<file path="config.mk">
export PLATFORM = sky130hd
export DESIGN_NAME = fxp_op_sched
export DESIGN_NICKNAME = d
export VERILOG_FILES = /design/src/rtl/fxp_op_sched.sv
export SDC_FILE = /design/constraint.sdc
export NUM_CORES = 1
export LEC_CHECK = 0
export BUFFER_PORTS_ARGS = -buffer_cell sky130_fd_sc_hd__buf_2
export CAP_MARGIN = 30
export CORE_MARGIN = 2
export CORE_UTILIZATION = 50
export DETAILED_ROUTE_END_ITERATION = 6
export PLACE_DENSITY = 0.87
export SYNTH_ARGS = -nofsm -noshare
export SYNTH_HDL_FRONTEND = slang
export SYNTH_SLANG_ARGS = --single-unit
</file>
<file path="constraint.sdc">
create_clock -name clk -period 3.3 [get_ports clk]
set_clock_uncertainty 0.1 [all_clocks]
set_input_delay 0.165 -clock clk [delete_from_list [all_inputs] [get_ports clk]]
set_output_delay 0.165 -clock clk [all_outputs]
set_load 0.005 [all_outputs]
</file>
<file path="src/rtl/fxp_op_sched.sv">
`default_nettype none
// ============================================================================
// Module      : fxp_op_sched
// Description : Request sequencer for the shared qadd/qmult/qdiv units.
//               Holds one operation in flight and returns a tagged result.
// Revision    : 1.0 - initial release
// ============================================================================
module fxp_op_sched #(
    parameter int WIDTH       = 32,
    parameter int TAG_W       = 4,
    parameter int DIV_TIMEOUT = 64
) (
    input  logic             clk,
    input  logic             rst_n,
    input  logic             req_valid,
    output logic             req_ready,
    input  logic [1:0]       req_opcode,
    input  logic [WIDTH-1:0] req_a,
    input  logic [WIDTH-1:0] req_b,
    input  logic [TAG_W-1:0] req_tag,
    output logic [WIDTH-1:0] op_a,
    output logic [WIDTH-1:0] op_b,
    input  logic [WIDTH-1:0] add_c,
    input  logic [WIDTH-1:0] mul_c,
    output logic             div_start,
    input  logic [WIDTH-1:0] div_q,
    input  logic             div_done,
    output logic             rsp_valid,
    input  logic             rsp_ready,
    output logic [WIDTH-1:0] rsp_data,
    output logic [TAG_W-1:0] rsp_tag,
    output logic             rsp_err
);

    localparam int CNT_W = (DIV_TIMEOUT > 1) ? $clog2(DIV_TIMEOUT) : 1;
    localparam logic [CNT_W-1:0] c_CNT_LAST = CNT_W'(DIV_TIMEOUT - 1);
    localparam logic [1:0] c_OP_ADD = 2'b00;
    localparam logic [1:0] c_OP_MUL = 2'b01;
    localparam logic [1:0] c_OP_DIV = 2'b10;

    typedef enum logic [2:0] {
        S_IDLE      = 3'd0,
        S_EXEC      = 3'd1,
        S_DIV_START = 3'd2,
        S_DIV_WAIT  = 3'd3,
        S_RESP      = 3'd4
    } state_t;

    state_t           r_state;
    logic             r_req_ready;
    logic [WIDTH-1:0] r_op_a;
    logic [WIDTH-1:0] r_op_b;
    logic [TAG_W-1:0] r_tag;
    logic [1:0]       r_opcode;
    logic [CNT_W-1:0] r_cnt;
    logic             r_div_start;
    logic             r_rsp_valid;
    logic [WIDTH-1:0] r_rsp_data;
    logic [TAG_W-1:0] r_rsp_tag;
    logic             r_rsp_err;

    logic w_accept;
    assign w_accept = req_valid & r_req_ready;

    always_ff @(posedge clk or negedge rst_n) begin
        if (!rst_n) begin
            r_state     <= S_IDLE;
            r_req_ready <= 1'b0;
            r_op_a      <= '0;
            r_op_b      <= '0;
            r_tag       <= '0;
            r_opcode    <= '0;
            r_cnt       <= '0;
            r_div_start <= 1'b0;
            r_rsp_valid <= 1'b0;
            r_rsp_data  <= '0;
            r_rsp_tag   <= '0;
            r_rsp_err   <= 1'b0;
        end else begin
            r_div_start <= 1'b0;
            case (r_state)
                S_IDLE: begin
                    r_req_ready <= 1'b1;
                    if (w_accept) begin
                        r_req_ready <= 1'b0;
                        r_op_a      <= req_a;
                        r_op_b      <= req_b;
                        r_tag       <= req_tag;
                        r_opcode    <= req_opcode;
                        // A zero divisor is resolved in EXEC so qdiv never sees it.
                        if (req_opcode == c_OP_DIV && req_b != '0) begin
                            r_state     <= S_DIV_START;
                            r_div_start <= 1'b1;
                        end else begin
                            r_state <= S_EXEC;
                        end
                    end
                end
                S_EXEC: begin
                    r_rsp_valid <= 1'b1;
                    r_rsp_tag   <= r_tag;
                    r_state     <= S_RESP;
                    case (r_opcode)
                        c_OP_ADD: begin
                            r_rsp_data <= add_c;
                            r_rsp_err  <= 1'b0;
                        end
                        c_OP_MUL: begin
                            r_rsp_data <= mul_c;
                            r_rsp_err  <= 1'b0;
                        end
                        default: begin
                            r_rsp_data <= '0;
                            r_rsp_err  <= 1'b1;
                        end
                    endcase
                end
                S_DIV_START: begin
                    r_cnt   <= '0;
                    r_state <= S_DIV_WAIT;
                end
                S_DIV_WAIT: begin
                    // Completion takes priority over a timeout on the same edge.
                    if (div_done) begin
                        r_rsp_data  <= div_q;
                        r_rsp_err   <= 1'b0;
                        r_rsp_tag   <= r_tag;
                        r_rsp_valid <= 1'b1;
                        r_state     <= S_RESP;
                    end else if (r_cnt == c_CNT_LAST) begin
                        r_rsp_data  <= '0;
                        r_rsp_err   <= 1'b1;
                        r_rsp_tag   <= r_tag;
                        r_rsp_valid <= 1'b1;
                        r_state     <= S_RESP;
                    end else begin
                        r_cnt <= r_cnt + CNT_W'(1);
                    end
                end
                S_RESP: begin
                    if (rsp_ready) begin
                        r_rsp_valid <= 1'b0;
                        r_req_ready <= 1'b1;
                        r_state     <= S_IDLE;
                    end
                end
                default: begin
                    r_state <= S_IDLE;
                end
            endcase
        end
    end

    assign req_ready = r_req_ready;
    assign op_a      = r_op_a;
    assign op_b      = r_op_b;
    assign div_start = r_div_start;
    assign rsp_valid = r_rsp_valid;
    assign rsp_data  = r_rsp_data;
    assign rsp_tag   = r_rsp_tag;
    assign rsp_err   = r_rsp_err;

endmodule
`default_nettype wire
</file>
==> run_results.csv, run 1 <==
group,metric,value,unit
logic_synthesis,synth_common_cells,"dfrtp_1, mux2_2, mux2i_1, o2bb2ai_1, mux2_4",
critical_path,cp.arrival,2.98,ns
die,ios,275,
run_status,status,"finished, final reports clean",
detailed_routing,vias,5137,
cts,cts.sinks,119,
logic_synthesis,ys_ff_latch,119,
cells_and_area,drive_gt1_share,51.98,%
logic_synthesis,synth_warnings,0,
placed_design,post_dp_cell_area,6922,um2
power_and_ir_drop,cellLeakagePower,4.342,nW
grt,grt_pass1_vias,5561,
cts,cts_tree,"yes",
logic_synthesis,syn_inst,387,
power_and_ir_drop,ir_drop,0.5602,mV
detailed_routing,finalWirelength,19200,um
cells_and_area,layout.nets,967,
placed_design,place_hpwl,10500,um
logic_synthesis,synth_flop_cell,"dfrtp_1",
sta,slew_viol_final,0,
detailed_routing,first_pass_iters,4,
grt,grt_util_all_layers,32.53,%
cells_and_area,fin_area,8862,um2
critical_path,critPathMaxFanout,32,
cells_and_area,syn2layout_area_growth,62.16,%
cells_and_area,fillCellCount,538,
cts,clk_pin_slew,0.06,ns
power_and_ir_drop,pwr-share-seq,35.3,%
cells_and_area,post-route-util,82.48,%
detailed_routing,route.detailed.drc,0,
die,die_area,11780,um2
cts,insertion_delay,0.51,ns
logic_synthesis,synth_fp_nets,559,
sta,max_slew_margin,35.62,%
logic_synthesis,synth_area_leaders,"dfrtp_1, mux2_2, mux2i_1",
grt,antenna_found_initial,0,
placed_design,gp_congestion,0.8089,
detailed_routing,wire_per_inst,20.26,um
die,die_h,108.6,um
power_and_ir_drop,powerDensity,862.2,nW/um2
critical_path,crit_path_end_kind,"register",
cts,numCtsBuffers,17,
logic_synthesis,yosys.area.top_type_share,54.49,%
critical_path,required,3.59,ns
cts,cts_setup_buffers,0,
sta,min_period,2.695,ns
cts,htree_num_levels,4,
sta,finalSetupViolations,0,
cells_and_area,multiInputGateArea,2328,um2
sta,clock.fmax,371.0,MHz
logic_synthesis,netlist_area,5465,um2
critical_path,r2r_slack,0.60,ns
cells_and_area,instances_no_fill,948,
logic_synthesis,post-synth-top-area-cell,"dfrtp_1",
sta,finalHoldViolations,0,
sta,worstMarginPinSlew,0.9657,ns
sta,rsz0062_at_grt,"no",
power_and_ir_drop,intPower,5.112,mW
critical_path,path_class,"register to register",
logic_synthesis,synth.avg_cell_area,14.12,um2
cells_and_area,diodes,0,
placed_design,dpl.cell_count,780,
grt,grt_max_degree,64,
die,row_count,38,
power_and_ir_drop,power.clock.fraction,23.6,%
detailed_routing,vias_per_cell,5.419,
cts,cts-root-buf,"clkbuf_8",
flow_run,max_cap_violations,0,
power_and_ir_drop,swShare,33.10,%
die,die_w,108.6,um
detailed_routing,drt_iter0_drc,267,
grt,gr-total-overflow,0,
placed_design,portBuffers,274,
logic_synthesis,yosysUniqueCellTypes,39,
critical_path,cp-start-kind,"register",
worst_hold_path,hp-class,"input pin to register",
power_and_ir_drop,pwr-share-comb,41.1,%
power_and_ir_drop,switching_power,2.529,mW
cts,cts_buffer_depth,2,
detailed_routing,ant_nets,0,
cells_and_area,seqCellArea,2979,um2
grt,grt_pass1_wl,28590,um
logic_synthesis,synthArstFlopShare,100.0,%
die,core_area,10750,um2
logic_synthesis,yosysMostFrequentCell,"dfrtp_1",
logic_synthesis,yosysSeqAreaShare,54.49,%
logic_synthesis,synth_edf_count,0,
die,initial_core_util,50.86,%
sta,finalCritPeriodShare,81.68,%
sta,holdWs,0.08761,ns
sta,setup-tns-final,0,ns
==> cell families (layout without fill, tap and decap cells) <==
group | count (synthesis) | in the layout | synth area share (%)
simple gates | 37 | 37 | 3.984
flops | 119 | 119 | 54.49
fa+ha+maj | 1 | 1 | 0.2289
compound gates | 56 | 56 | 8.242
xor+xnor | 2 | 2 | 0.3206
buf+inv | 30 | 451 | 2.953
mux | 142 | 142 | 29.78
==> layer usage <==
metal	share of wire, %	routed length (um)	track usage (%)	vias to the layer above
li1	-	-	-	2252
met1	37	7042	35.52	2510
met2	52	9972	57.63	311
met3	7.5	1440	8.620	64
met4	3.9	746	17.12	0
met5	0	0	0	-
==> area by class of cell <==
class / instances / share of cell area [%]
clock inverters: 14 / 1.708
multi-input cells: 238 / 26.27
repair buffers: 415 / 31.43
flip-flops and latches: 119 / 33.62
inverters: 4 / 0.1694
clock buffers: 18 / 4.828
well taps: 140 / 1.977
==> cells in the final DEF, fill, tap and decap left out, drive strengths merged, types with 6 or more instances in the layout <==
cell	synthesis	layout
buf	22	279
clkbuf	4	18
inv	4	6
o21ai	8	8
mux2	108	108
mux2i	34	34
nor4	9	9
nor2	11	11
nand2	6	6
dlygate4sd3	0	136
clkinv	0	8
o2bb2ai	32	32
dfrtp	119	119
==> final timing paths <==
kind	startpoint	endpoint	depth (start not counted)
max	r_state[0]	rsp_data[14]	6
min reg2reg	r_tag[2]	r_tag[2]	1
min	req_valid	r_state[0]	4
max reg2reg	r_state[0]	rsp_data[14]	6
max in group asynchronous	rst_n	rsp_data[2]	3
min in group asynchronous	rst_n	op_a[2]	2
==> stage by stage <==
| stage | worst slack [ns] | power, mW |
|---|---|---|
| after floorplan | 1.250 | 4.255 |
| after global placement | 1.146 | 5.143 |
| after detailed placement | 1.046 | 5.323 |
| after CTS | 0.7487 | 7.487 |
| after global routing | 0.4979 | 8.017 |
| final | 0.6046 | 7.641 |
==> state kept, by name, summed over array words and instances, names as in the netlist <==
name and flops:
op_a 32, op_b 32, rsp_data 32, r_cnt 6, r_tag 4, rsp_tag 4, r_state 3, r_opcode 2
div_start 1, req_ready 1, rsp_err 1, rsp_valid 1
==> power groups by stage <==
stage	clock network, mW	logic, mW	registers (mW)
finish	1.80	3.14	2.69
global route	1.90	3.35	2.77
CTS	1.82	3.02	2.65
detailed placement	0	2.67	2.66
global placement	0	2.54	2.60
floorplan	0	1.71	2.54
==> worst max-delay path: stages (launching register included) <==
cell and delay, ns:
dfrtp_1 0.61, nand3b_1 0.31, nand2b_1 0.15, buf_4 0.35
o2bb2ai_1 0.16, dlygate4sd3_1 0.61, mux2_4 0.26
==> repair_timing <==
action                    4_1_cts  5_1_grt
hold endpoints to repair      171        0
gates resized for setup         0        0
hold buffers                  136        0
No activity file was read; power rests on OpenSTA's default activity.
==> inputs of run 2 (changes only) <==
- CORE_UTILIZATION: 50 -> 46
- PLACE_DENSITY: 0.87 -> 0.81
- clock period: 3.3 -> 2.8 ns (I/O delays scaled with it)
==> run_results.csv, run 2 (synthesized netlist as in run 1, its figures left out) <==
group,metric,value,unit
grt,grt_pass1_wl,28520,um
cells_and_area,layout_commonest_cell,"buf_2",
grt,antenna_found_initial,1,
placed_design,gp_congestion,0.7729,
sta,min_period,2.264,ns
cells_and_area,layout.nets,936,
detailed_routing,first_pass_iters,7,
grt,grt_pass1_vias,5397,
run_status,status,"finished, violations left",
detailed_routing,wire_per_inst,20.14,um
critical_path,critPathTopFamily,"simple AND/OR/NAND/NOR gates",
cts,numCtsBuffers,17,
power_and_ir_drop,ir_drop,0.6528,mV
power_and_ir_drop,powerDensity,1027,nW/um2
detailed_routing,finalWirelength,18550,um
die,initial_core_util,47.46,%
sta,slew_viol_final,0,
sta,max_slew_margin,33.44,%
critical_path,cp.arrival,2.46,ns
cells_and_area,post-route-util,74.62,%
critical_path,crit_path_end_kind,"register",
critical_path,slowest_delay,0.59,ns
detailed_routing,drt_iter0_drc,253,
cts,htree_num_levels,4,
worst_hold_path,hp-class,"input pin to register",
critical_path,cp-start-kind,"register",
cts,cts_tree,"yes",
cells_and_area,final_cell_mix,"buf_2, dfrtp_1, dlygate4sd3_1",
critical_path,path_buf_inv,0,
die,row_count,39,
grt,gr-total-overflow,0,
critical_path,critPathMaxFanout,38,
sta,finalSetupViolations,0,
die,die_h,113,um
placed_design,portBuffers,274,
die,die_area,12770,um2
detailed_routing,vias_per_cell,5.343,
die,ios,275,
die,core_area,11520,um2
critical_path,path_class,"register to register",
cts,cts_resized,0,
cells_and_area,syn2layout_area_growth,57.23,%
sta,setup-tns-final,0,ns
cts,clk_pin_slew,0.06,ns
critical_path,critPathSlowestCell,"and3_4",
critical_path,required,3.00,ns
critical_path,crit_chain,"ha_1 -> and4_4 -> a21bo_1 -> and3_4 -> mux2_2",
cts,hold_buffers,104,
grt,grt_max_degree,73,
power_and_ir_drop,cellLeakagePower,4.168,nW
placed_design,place_hpwl,10770,um
cts,cts_buffer_depth,2,
detailed_routing,vias,4921,
cts,cts.sinks,119,
detailed_routing,ant_nets,0,
sta,worstMarginPinSlew,0.9984,ns
flow_run,max_cap_violations,0,
sta,clock.fmax,441.6,MHz
sta,rsz0062_at_grt,"no",
grt,grt_util_all_layers,29.31,%
die,die_w,113,um
critical_path,r2r_slack,0.54,ns
cts,cts-root-buf,"clkbuf_16",
sta,finalHoldViolations,0,
run_status,violations,"DRC",
detailed_routing,route.detailed.drc,19,
sta,finalCritPeriodShare,80.87,%
cells_and_area,drive_gt1_share,54.18,%
cts,cts_setup_buffers,0,
cts,insertion_delay,0.42,ns
-- run 2: cell types whose count changed in the layout (fill, tap and decap cells not counted) --
| cell | delta |
|---|---|
| buf_12 | +1 |
| bufinv_16 | +1 |
| clkbuf_16 | +1 |
| clkbuf_8 | -2 |
| clkinv_2 | -1 |
| clkinv_4 | -4 |
| clkinvlp_4 | +5 |
| diode_2 | +1 |
| dlygate4sd3_1 | -32 |
-- run 2: final timing paths --
check	start	to	depth (start not counted)
worst max-delay path	r_cnt[0]	rsp_data[2]	5
min in group asynchronous	rst_n	op_b[26]	2
worst min register to register	r_tag[2]	r_tag[2]	1
worst max register to register	r_cnt[0]	rsp_data[2]	5
max in group asynchronous	rst_n	rsp_data[5]	3
worst min-delay path	add_c[4]	rsp_data[4]	4
-- run 2: per-layer routing --
metal  track usage [%]  vias to the layer above  part of all wire (%)
li1                  -                     2194                     -
met1             32.47                     2407                    36
met2             51.62                      271                    52
met3             8.195                       49                   7.8
met4             14.72                        0                   3.6
met5                 0                        -                     0
-- run 2: where the power goes --
group,leakage [nW],switching [mW],total [mW],internal [mW]
clock,0.274,0.832,2.23,1.40
sequential,1.45,0.677,3.21,2.54
combinational,2.44,1.44,3.38,1.95
total,4.17,2.95,8.83,5.88
-- run 2: stage by stage --
step	area [um2]	setup WS, ns	total power [mW]	cells	hold WS (ns)
3_5_place_dp	6945	0.5632	6.297	784	0.1801
4_1_cts	8591	0.5595	8.692	920	0.02192
5_1_grt	8593	0.4239	9.293	921	0.05971
2_1_floorplan	5465	0.7500	5.015	387	-0.2556
6_report	8593	0.5356	8.828	921	0.04056
3_3_place_gp	6945	0.6341	6.113	784	0.1679
-- run 2: cell type report --
class                           instances  area [um2]
Tap cell                              143       178.9
Inverter                                4       15.01
Timing Repair Buffer                  384        2485
Fill cell                             699        2923
Antenna cell                            1       2.502
Clock inverter                         15       178.9
Clock buffer                           17       425.4
Sequential cell                       119        2979
Multi-Input combinational cell        238        2328
-- run 2: worst register-to-register path, cell delays in order, from the launching register on --
cell and delay, ns:
dfrtp_1 0.38, ha_1 0.21, and4_4 0.27, a21bo_1 0.13, and3_4 0.59, mux2_2 0.46
==> inputs of run 3 (changes only) <==
- clock period: 2.8 -> 2.18 ns (I/O delays scaled with it)
==> run_results.csv, run 3 (synthesized netlist as in run 1, its figures left out) <==
group,metric,value,unit
detailed_routing,first_pass_iters,7,
cts,htree_num_levels,4,
critical_path,r2r-start,"r_cnt[1]",
power_and_ir_drop,ir_drop,0.8422,mV
cells_and_area,layout_commonest_cell,"buf_2",
sta,worstMarginPinSlew,0.9938,ns
detailed_routing,drt_iter0_drc,245,
critical_path,cp_num_cells,5,
placed_design,dpl.cell_count,789,
cts,cts_resized,0,
critical_path,r2r-end,"rsp_data[8]",
cells_and_area,instances_no_fill,926,
sta,finalHoldViolations,0,
critical_path,required,2.35,ns
placed_design,portBuffers,274,
grt,grt_max_degree,51,
critical_path,setup.worst_path.end,"rsp_data[8]",
cts,numCtsBuffers,17,
critical_path,cp-start-kind,"register",
power_and_ir_drop,power.clock.fraction,23.7,%
cells_and_area,syn2layout_area_growth,57.76,%
critical_path,crit_path_start,"r_cnt[1]",
cells_and_area,diodes,0,
die,initial_core_util,47.46,%
sta,max_slew_margin,33.75,%
sta,slew_viol_final,0,
power_and_ir_drop,pwr-share-comb,39.6,%
power_and_ir_drop,powerDensity,1287,nW/um2
critical_path,crit_chain,"ha_1 -> and4_4 -> a21bo_1 -> and3_4 -> mux2_2",
grt,antenna_found_initial,0,
cts,cts_buffer_depth,2,
run_status,violations,"DRC",
sta,finalCritPeriodShare,99.76,%
power_and_ir_drop,swShare,32.30,%
critical_path,crit_path_end_kind,"register",
die,die_area,12770,um2
sta,min_period,2.175,ns
sta,clock.fmax,459.8,MHz
cts,cts-root-buf,"clkbuf_16",
detailed_routing,vias_per_cell,5.320,
grt,grt_pass1_vias,5283,
placed_design,place_hpwl,10840,um
cells_and_area,drive_gt1_share,54.02,%
power_and_ir_drop,switching_power,3.585,mW
die,row_count,39,
placed_design,gp_congestion,0.8121,
die,ios,275,
cts,clk_pin_slew,0.06,ns
cts,insertion_delay,0.40,ns
critical_path,critPathSlowestCell,"and3_4",
critical_path,r2r_slack,0.005,ns
sta,rsz0062_at_grt,"yes",
power_and_ir_drop,intPower,7.515,mW
die,die_w,113,um
die,die_h,113,um
detailed_routing,ant_nets,0,
critical_path,slowest_delay,0.58,ns
cells_and_area,post-route-util,74.87,%
run_status,status,"finished, violations left",
die,core_area,11520,um2
critical_path,critPathTopFamily,"simple AND/OR/NAND/NOR gates",
grt,gr-total-overflow,0,
cts,cts_setup_buffers,0,
critical_path,r2r_cells,5,
power_and_ir_drop,pwr-share-seq,36.7,%
flow_run,max_cap_violations,0,
critical_path,critPathMaxFanout,38,
cells_and_area,layout.nets,942,
detailed_routing,finalWirelength,17800,um
worst_hold_path,hp-class,"input pin to register",
cts,cts_tree,"yes",
power_and_ir_drop,cellLeakagePower,4.212,nW
detailed_routing,vias,4926,
critical_path,path_class,"register to register",
cells_and_area,final_cell_mix,"buf_2, dfrtp_1, dlygate4sd3_1",
detailed_routing,route.detailed.drc,19,
sta,finalSetupViolations,0,
critical_path,path_buf_inv,0,
critical_path,cp.arrival,2.35,ns
grt,grt_util_all_layers,27.83,%
detailed_routing,wire_per_inst,19.22,um
cts,cts.sinks,119,
grt,grt_pass1_wl,27560,um
## run 3: metrics by stage
step,setup slack [ns],setup TNS (ns),area (um2),hold slack [ns],power (mW)
after CTS,0.007829,0,8622,0.001621,10.97
after global routing,-0.06015,-0.6377,8622,0.03026,11.69
after global placement,0.08946,0,7008,0.07177,7.931
after detailed placement,0.01990,0,7008,0.08162,8.159
after floorplan,0.1300,0,5465,-0.2866,6.441
final,0.005193,0,8622,0.02373,11.10
## run 3: what timing repair did
action	CTS	global route
endpoints found under the setup margin	0	19
hold buffers	105	0
endpoints found under the hold margin	152	0
## run 3: final cells by class
class                           count  area, um2
Sequential cell                   119       2979
Timing Repair Buffer              390       2557
Multi-Input combinational cell    238       2328
Clock buffer                       24      491.7
Fill cell                         700       2894
Inverter                            4      15.01
Tap cell                          143      178.9
Clock inverter                      8      71.32
## run 3: layer usage
metal	vias up	part of all wire (%)	GRT usage, %
met2	250	53	50.70
li1	2206	-	-
met3	43	7.0	7.713
met4	0	2.6	9.675
met5	-	0	0
met1	2427	37	31.26
## run 3: power by group through the flow
| stage | clock, mW | sequential (mW) | combinational [mW] |
|---|---|---|---|
| CTS | 2.67 | 4.01 | 4.30 |
| global placement | 0 | 3.94 | 3.99 |
| global route | 2.77 | 4.20 | 4.72 |
| detailed placement | 0 | 4.01 | 4.15 |
| floorplan | 0 | 3.85 | 2.59 |
| finish | 2.63 | 4.07 | 4.39 |
## run 3: worst min path at each step
stage,cells after the start,startpoint,endpoint
floorplan,0,rst_n,div_start
global placement,1,rst_n,op_b[26]
detailed placement,1,rst_n,op_b[24]
CTS,4,add_c[9],rsp_data[9]
global route,4,mul_c[22],rsp_data[22]
finish,4,add_c[9],rsp_data[9]
## run 3: tightest hold or removal path, cell delays in order
cell and delay [ns]:
buf_2 0.08, mux2i_1 0.05, o2bb2ai_1 0.11, mux2_2 0.14
